===== src/rtl/mem_access_if.sv =====
`default_nettype none
// ============================================================================
//  Module      : mem_access_if
//  Description : Handshake and memory-control bundle for the mem_access stage.
//                slave  = the stage itself, master = its environment.
//  Revision    : 1.0  initial release
// ============================================================================
interface mem_access_if;
  logic lr;            // request from ALU stage (asynchronous)
  logic la;            // acknowledge to ALU stage
  logic rr;            // request to writeback stage
  logic ra;            // acknowledge from writeback stage (asynchronous)
  logic isLoad;        // bundled data, stable while lr=1
  logic isStore;       // bundled data, stable while lr=1
  logic memAck;        // memory done (asynchronous level)
  logic memAddrLatch;  // one-cycle address capture pulse
  logic memReadEn;     // read strobe
  logic memWriteEn;    // write strobe
  logic memDataLatch;  // one-cycle read-data capture pulse
  logic memErr;        // sticky error flag

  modport slave (
    input  lr, ra, isLoad, isStore, memAck,
    output la, rr, memAddrLatch, memReadEn, memWriteEn, memDataLatch, memErr
  );

  modport master (
    output lr, ra, isLoad, isStore, memAck,
    input  la, rr, memAddrLatch, memReadEn, memWriteEn, memDataLatch, memErr
  );
endinterface
`default_nettype wire


===== src/rtl/mem_access.sv =====
`default_nettype none
// ============================================================================
//  Module      : mem_access
//  Description : miniMIPS memory-access stage. Takes the ALU token on a 4-phase
//                lr/la handshake, sequences address latch / strobe / data latch
//                for loads and stores, and hands the token to writeback on a
//                4-phase rr/ra handshake. All outputs come straight from flops.
//  Revision    : 1.0  initial release
// ============================================================================
module mem_access #(
  parameter int SYNC_STAGES = 2,   // synchronizer depth on lr, ra, memAck (2..3)
  parameter int MEM_TIMEOUT = 15   // ACCESS cycles tolerated before abort (>=1)
) (
  input  wire logic     clk,
  input  wire logic     _rst,      // asynchronous, active-low
  mem_access_if.slave   bus
);

  localparam int CNT_W = $clog2(MEM_TIMEOUT + 1);

  typedef enum logic [2:0] {
    S_IDLE   = 3'd0,
    S_ADDR   = 3'd1,
    S_ACCESS = 3'd2,
    S_DATA   = 3'd3,
    S_REQ    = 3'd4,
    S_RTZ    = 3'd5
  } state_t;

  state_t                 state_q, state_d;
  logic [CNT_W-1:0]       cnt_q, cnt_d;
  logic                   is_load_q, is_load_d;
  logic [SYNC_STAGES-1:0] lr_sync_q, lr_sync_d;
  logic [SYNC_STAGES-1:0] ra_sync_q, ra_sync_d;
  logic [SYNC_STAGES-1:0] ack_sync_q, ack_sync_d;
  logic                   la_q, la_d;
  logic                   rr_q, rr_d;
  logic                   addr_latch_q, addr_latch_d;
  logic                   read_en_q, read_en_d;
  logic                   write_en_q, write_en_d;
  logic                   data_latch_q, data_latch_d;
  logic                   err_q, err_d;

  logic lr_s, ra_s, ack_s;

  assign lr_s  = lr_sync_q[SYNC_STAGES-1];
  assign ra_s  = ra_sync_q[SYNC_STAGES-1];
  assign ack_s = ack_sync_q[SYNC_STAGES-1];

  // Next-state, counter, error and registered-output decode for the token sequencer.
  always_comb begin
    lr_sync_d  = {lr_sync_q[SYNC_STAGES-2:0], bus.lr};
    ra_sync_d  = {ra_sync_q[SYNC_STAGES-2:0], bus.ra};
    ack_sync_d = {ack_sync_q[SYNC_STAGES-2:0], bus.memAck};

    state_d   = state_q;
    cnt_d     = cnt_q;
    is_load_d = is_load_q;
    err_d     = err_q;

    case (state_q)
      S_IDLE: begin
        if (lr_s) begin
          is_load_d = bus.isLoad;
          if (bus.isLoad && bus.isStore) begin
            // Illegal op: flag it but still deliver the token, with no strobes.
            err_d   = 1'b1;
            state_d = S_REQ;
          end else if (bus.isLoad || bus.isStore) begin
            state_d = S_ADDR;
          end else begin
            state_d = S_REQ;
          end
        end
      end
      S_ADDR: begin
        cnt_d   = '0;
        state_d = S_ACCESS;
      end
      S_ACCESS: begin
        // Acknowledge is checked first so it wins over a coincident timeout.
        if (ack_s) begin
          state_d = is_load_q ? S_DATA : S_REQ;
        end else if (cnt_q == CNT_W'(MEM_TIMEOUT)) begin
          err_d   = 1'b1;
          state_d = S_REQ;
        end else begin
          cnt_d = cnt_q + CNT_W'(1);
        end
      end
      S_DATA:  state_d = S_REQ;
      S_REQ:   if (ra_s) state_d = S_RTZ;
      S_RTZ:   if (!lr_s && !ra_s) state_d = S_IDLE;
      default: state_d = S_IDLE;
    endcase

    // Outputs are decoded from the next state so they register alongside it.
    la_d         = (state_d == S_RTZ);
    rr_d         = (state_d == S_REQ);
    addr_latch_d = (state_d == S_ADDR);
    data_latch_d = (state_d == S_DATA);
    read_en_d    = (state_d == S_ACCESS) &&  is_load_d;
    write_en_d   = (state_d == S_ACCESS) && !is_load_d;
  end

  // All state, synchronizers and outputs; asynchronous reset clears everything.
  always_ff @(posedge clk or negedge _rst) begin
    if (!_rst) begin
      state_q      <= S_IDLE;
      cnt_q        <= '0;
      is_load_q    <= 1'b0;
      lr_sync_q    <= '0;
      ra_sync_q    <= '0;
      ack_sync_q   <= '0;
      la_q         <= 1'b0;
      rr_q         <= 1'b0;
      addr_latch_q <= 1'b0;
      read_en_q    <= 1'b0;
      write_en_q   <= 1'b0;
      data_latch_q <= 1'b0;
      err_q        <= 1'b0;
    end else begin
      state_q      <= state_d;
      cnt_q        <= cnt_d;
      is_load_q    <= is_load_d;
      lr_sync_q    <= lr_sync_d;
      ra_sync_q    <= ra_sync_d;
      ack_sync_q   <= ack_sync_d;
      la_q         <= la_d;
      rr_q         <= rr_d;
      addr_latch_q <= addr_latch_d;
      read_en_q    <= read_en_d;
      write_en_q   <= write_en_d;
      data_latch_q <= data_latch_d;
      err_q        <= err_d;
    end
  end

  assign bus.la           = la_q;
  assign bus.rr           = rr_q;
  assign bus.memAddrLatch = addr_latch_q;
  assign bus.memReadEn    = read_en_q;
  assign bus.memWriteEn   = write_en_q;
  assign bus.memDataLatch = data_latch_q;
  assign bus.memErr       = err_q;

endmodule
`default_nettype wire

===== src/flat_wrapper.sv =====
// flat-port wrapper written by rule: the top's interface ports become plain ports
module mem_access_flat 
#(
  parameter int SYNC_STAGES = 2,                                                 
  parameter int MEM_TIMEOUT = 15                                                
)
  (clk, _rst, bus_lr, bus_ra, bus_isLoad, bus_isStore, bus_memAck, bus_la, bus_rr, bus_memAddrLatch, bus_memReadEn, bus_memWriteEn, bus_memDataLatch, bus_memErr);
  mem_access_if bus_i ();
  input  wire logic clk;
  input  wire logic _rst;
  input wire logic [$bits(bus_i.lr)-1:0] bus_lr;
  input wire logic [$bits(bus_i.ra)-1:0] bus_ra;
  input wire logic [$bits(bus_i.isLoad)-1:0] bus_isLoad;
  input wire logic [$bits(bus_i.isStore)-1:0] bus_isStore;
  input wire logic [$bits(bus_i.memAck)-1:0] bus_memAck;
  output wire logic [$bits(bus_i.la)-1:0] bus_la;
  output wire logic [$bits(bus_i.rr)-1:0] bus_rr;
  output wire logic [$bits(bus_i.memAddrLatch)-1:0] bus_memAddrLatch;
  output wire logic [$bits(bus_i.memReadEn)-1:0] bus_memReadEn;
  output wire logic [$bits(bus_i.memWriteEn)-1:0] bus_memWriteEn;
  output wire logic [$bits(bus_i.memDataLatch)-1:0] bus_memDataLatch;
  output wire logic [$bits(bus_i.memErr)-1:0] bus_memErr;
  assign bus_i.lr = bus_lr;
  assign bus_i.ra = bus_ra;
  assign bus_i.isLoad = bus_isLoad;
  assign bus_i.isStore = bus_isStore;
  assign bus_i.memAck = bus_memAck;
  assign bus_la = bus_i.la;
  assign bus_rr = bus_i.rr;
  assign bus_memAddrLatch = bus_i.memAddrLatch;
  assign bus_memReadEn = bus_i.memReadEn;
  assign bus_memWriteEn = bus_i.memWriteEn;
  assign bus_memDataLatch = bus_i.memDataLatch;
  assign bus_memErr = bus_i.memErr;
  mem_access #(.SYNC_STAGES(SYNC_STAGES), .MEM_TIMEOUT(MEM_TIMEOUT)) u_core (.clk(clk), ._rst(_rst), .bus(bus_i));
endmodule

===== config.mk =====
export PLATFORM = sky130hd
export DESIGN_NAME = mem_access_flat
export DESIGN_NICKNAME = d
export VERILOG_FILES = /design/src/rtl/mem_access_if.sv /design/src/rtl/mem_access.sv /design/src/flat_wrapper.sv
export SDC_FILE = /design/constraint.sdc
export NUM_CORES = 1
export LEC_CHECK = 0
export BUFFER_PORTS_ARGS = -buffer_cell sky130_fd_sc_hd__buf_2
export CAP_MARGIN = 20
export CORE_MARGIN = 4
export CORE_UTILIZATION = 35
export CTS_BUF_LIST = sky130_fd_sc_hd__clkbuf_8
export CTS_CLUSTER_SIZE = 8
export DETAILED_ROUTE_END_ITERATION = 6
export GPL_TIMING_DRIVEN = 0
export PLACE_DENSITY = 0.58
export SYNTH_ARGS = -nofsm -noshare
export SYNTH_HDL_FRONTEND = slang
export SYNTH_SLANG_ARGS = --single-unit

===== constraint.sdc =====
create_clock -name clk -period 1.7 [get_ports clk]
set_input_delay 0.17 -clock clk [delete_from_list [all_inputs] [get_ports clk]]
set_output_delay 0.17 -clock clk [all_outputs]
set_load 0.02 [all_outputs]

==> results by group <==
Floorplanning
  • Full die area: between 3000 and 4000 sq um
  • Core footprint: 2520 sq um
  • Initial Util: 0.371
  • Die extent in x: ~60 um
  • Row cnt: 18
  • Die height: 59.7 um
  • I/O pin count: 14

Route
  • First-pass DRT Iterations: 4
  • Residual DRC: 0
  • Via-to-Cell Ratio: 4.96
  • DRT antenna net count: 0
  • Routed WL: 1.57 mm
  • Via Count: slightly above 600
  • DR WL/cell: 12.9 um
  • 1st-iter DRT viols: 10

Clocking
  • H-tree depth: 1
  • CTS tree: yes
  • Total CTS buffers: 3
  • Maximum clock insertion buffer count: 2
  • Clk slew on worst S/H paths: 0.08 ns
  • Post-CTS Setup Repair Bufs: 0
  • Clock tree root driver cell: clkbuf_8
  • Clk_lat worst skew: 0.26 ns
  • Num Clock Sinks: 21

Place
  • Dpl cells: 117
  • HPWL after DPL: 1.21 mm
  • RD Place Congestion: approximately 0.76
  • PortBufs: 13

Yosys
  • Area leader, netlist: dfrtp_1
  • Yosys cell types: 32
  • Area share of xor/xnor cells in the synthesized design: 0
  • Synth Area in Adders: 0.0268
  • Most instantiated cells after synthesis: dfrtp_1, nand2_1, mux2i_1, nor2_1, nor3b_1
  • Post-synth EDFFs: 0
  • Multiplexer share of the synthesized area: 0.0549
  • Post-synthesis compound-gate area fraction: 0.0803
  • Top post-synthesis cells by area: dfrtp_1, mux2i_1, nor3b_1
  • Seq/Total Area, Yosys: 0.562
  • Cell with the most instances after synthesis: dfrtp_1
  • Share of the synthesized area in the top cell type: 0.562
  • FFs w/ async S/R, synth: 1.00
  • Synth Cell Area: 935 sq um
  • Net count after synthesis: 83
  • Syn Inst Count: 74
  • YS warnings: 0
  • Largest family of logic cells by synthesized area: simple AND/OR/NAND/NOR gates
  • Post-Synth Simple-Gate Area: 0.230
  • Ys flop type: dfrtp_1
  • Syn avg cell area: between 10 and 15 sq um
  • Yosys reg bits: 21

Power
  • Power density cells: approximately 1500 nW/um^2
  • Peak VDD IR: about 0.93 mV
  • Leak: approximately 0.00051 uW

Finish
  • Final nets: 102
  • P&R area growth vs syn: 17.3%
  • Ant diodes: 0
  • Layout fillers: 247
  • Final non-filler cell total: 122
  • Ratio of cells with drive above 1 in the final layout: 0.293

Critical path
  • CP cell instances: ha_1 > and4b_1 > nor4_4 > mux2i_1
  • Worst path slowest cell: dfrtp_1
  • Delay-heaviest family, CP: simple AND/OR/NAND/NOR gates
  • Startpoint Class: flop
  • CP Max Fanout: 4
  • Crit-path max cell delay: a little over 0.4 ns
  • Data arrival, critical path: 1.69 ns
  • Worst EP required: 1.88 ns
  • Critical Path End Type: flop
  • Buf/Inv on CP: 0
  • Worst Setup Path Type: flop to flop

Status
  • Status: finished, final reports clean

STA
  • Fin crit share: 0.888
  • Total negative setup slack: 0 ns
  • Slew Limit Headroom: 0.698
  • Fin Clk Skew: 0.00285 ns
  • RSZ-0062 raised after global routing: no
  • Worst-margin pin slew: roughly 0.45 ns
  • Minimum clock period: 1.51 ns
  • Final setup violation count: 0
  • Endpoints failing hold: 0
  • FMAX: 663 MHz
  • Slew Limit Fails: 0

Global route
  • Largest net degree at the start of global routing: 22
  • Vias in the first global route: roughly 600
  • First-pass GRT wire length: 2.84 mm
  • Antenna violations before repair: 0
  • GRT Overall Usage: 0.108
  • Grt total ovfl: 0

Worst hold path
  • HP Class: primary input to flop

Flow run
  • Max Cap Violations: 0
## stage by stage
step | utilization | setup slack (ns) | total power [uW] | hold WS, ns | instance area, sq um
after floorplan | - | 0.318 | 1160 | -0.126 | 935
after global placement | 0.411 | 0.227 | 1310 | 0.146 | 1040
after detailed placement | 0.411 | 0.200 | 1320 | 0.155 | 1040
after CTS | 0.435 | 0.178 | 1660 | 0.00558 | 1100
after global routing | 0.435 | 0.0807 | 1760 | 0.000110 | 1100
final | 0.435 | 0.191 | 1630 | 0.0111 | 1100
## cells by family (layout without fill, tap and decap cells)
kind of cell / after synthesis / in the layout
fa+ha+maj: 2 / 2
simple gates: 31 / 31
compound gates: 9 / 9
mux: 5 / 5
buf+inv: 6 / 24
flops: 21 / 21
## metal layers
layer	global-route usage	vias to the layer above	routed length (um)
met4	0.0190	0	0
li1	-	300	-
met1	0.158	293	756
met2	0.147	12	711
met3	0.0497	0	103
met5	0	-	0
## flip-flops by register name, summed over array words and instances, names as in the netlist
register / flops
u_core.state_q: 3
u_core.ra_sync_q: 2
u_core.bus.memErr: 1
u_core.bus.memReadEn: 1
u_core.cnt_q: 4
u_core.bus.memWriteEn: 1
u_core.bus.rr: 1
u_core.lr_sync_q: 2
u_core.ack_sync_q: 2
u_core.is_load_q: 1
u_core.bus.memAddrLatch: 1
u_core.bus.memDataLatch: 1
u_core.bus.la: 1
## cell type report
type | instances | area, sq um | area share
sequential | 21 | 526 | 0.479
multi-input combinational | 47 | 367 | 0.334
timing repair buffer | 14 | 75.1 | 0.0685
clock buffer | 3 | 41.3 | 0.0377
tap | 30 | 37.5 | 0.0342
buffer | 4 | 35.0 | 0.0320
clock inverter | 1 | 7.51 | 0.00685
inverter | 2 | 7.51 | 0.00685
## path summary, 6_finish.rpt
kind	to	slack, ns	depth (start not counted)	start
max	u_core.cnt_q[1]$_DFFE_PN0P_	0.19	4	u_core.cnt_q[0]$_DFFE_PN0P_
min	u_core.ack_sync_q[0]$_DFF_PN0_	0.01	1	bus_memAck
max reg2reg	u_core.cnt_q[1]$_DFFE_PN0P_	0.19	4	u_core.cnt_q[0]$_DFFE_PN0P_
min reg2reg	u_core.ra_sync_q[1]$_DFF_PN0_	0.35	0	u_core.ra_sync_q[0]$_DFF_PN0_
max in group asynchronous	u_core.lr_sync_q[1]$_DFF_PN0_	1.00	2	_rst
min in group asynchronous	u_core.state_q[0]$_DFF_PN0_	0.39	2	_rst
## worst register-to-register path: stages, from the launching register on
cell and delay [ns]:
dfrtp_1 0.41, ha_1 0.24, and4b_1 0.23, nor4_4 0.32
mux2i_1 0.24
## placed cells by master (no fill, tap or decap), types with 2 or more instances in the layout
cell and count:
o22ai_1 2, nand2_1 7, nor2_1 4, dfrtp_1 21, buf_6 2, and2_1 2
buf_2 14, clkbuf_8 3, nor3b_1 4, and4b_1 2, ha_1 2, mux2i_1 4
nand4b_1 2, inv_1 2
## what timing repair did
action | CTS | global route
hold endpoints to repair | 21 | 0
hold buffers | 1 | 0
setup endpoints to repair | 0 | 0
resized for setup | 0 | 0
## power breakdown
group          total [uW]  internal, uW  switching (uW)
sequential            687           624            63.1
combinational         620           277             343
clock                 327           165             162
total                1630          1070             568
Note: power is estimated with default switching activity, not from simulation.
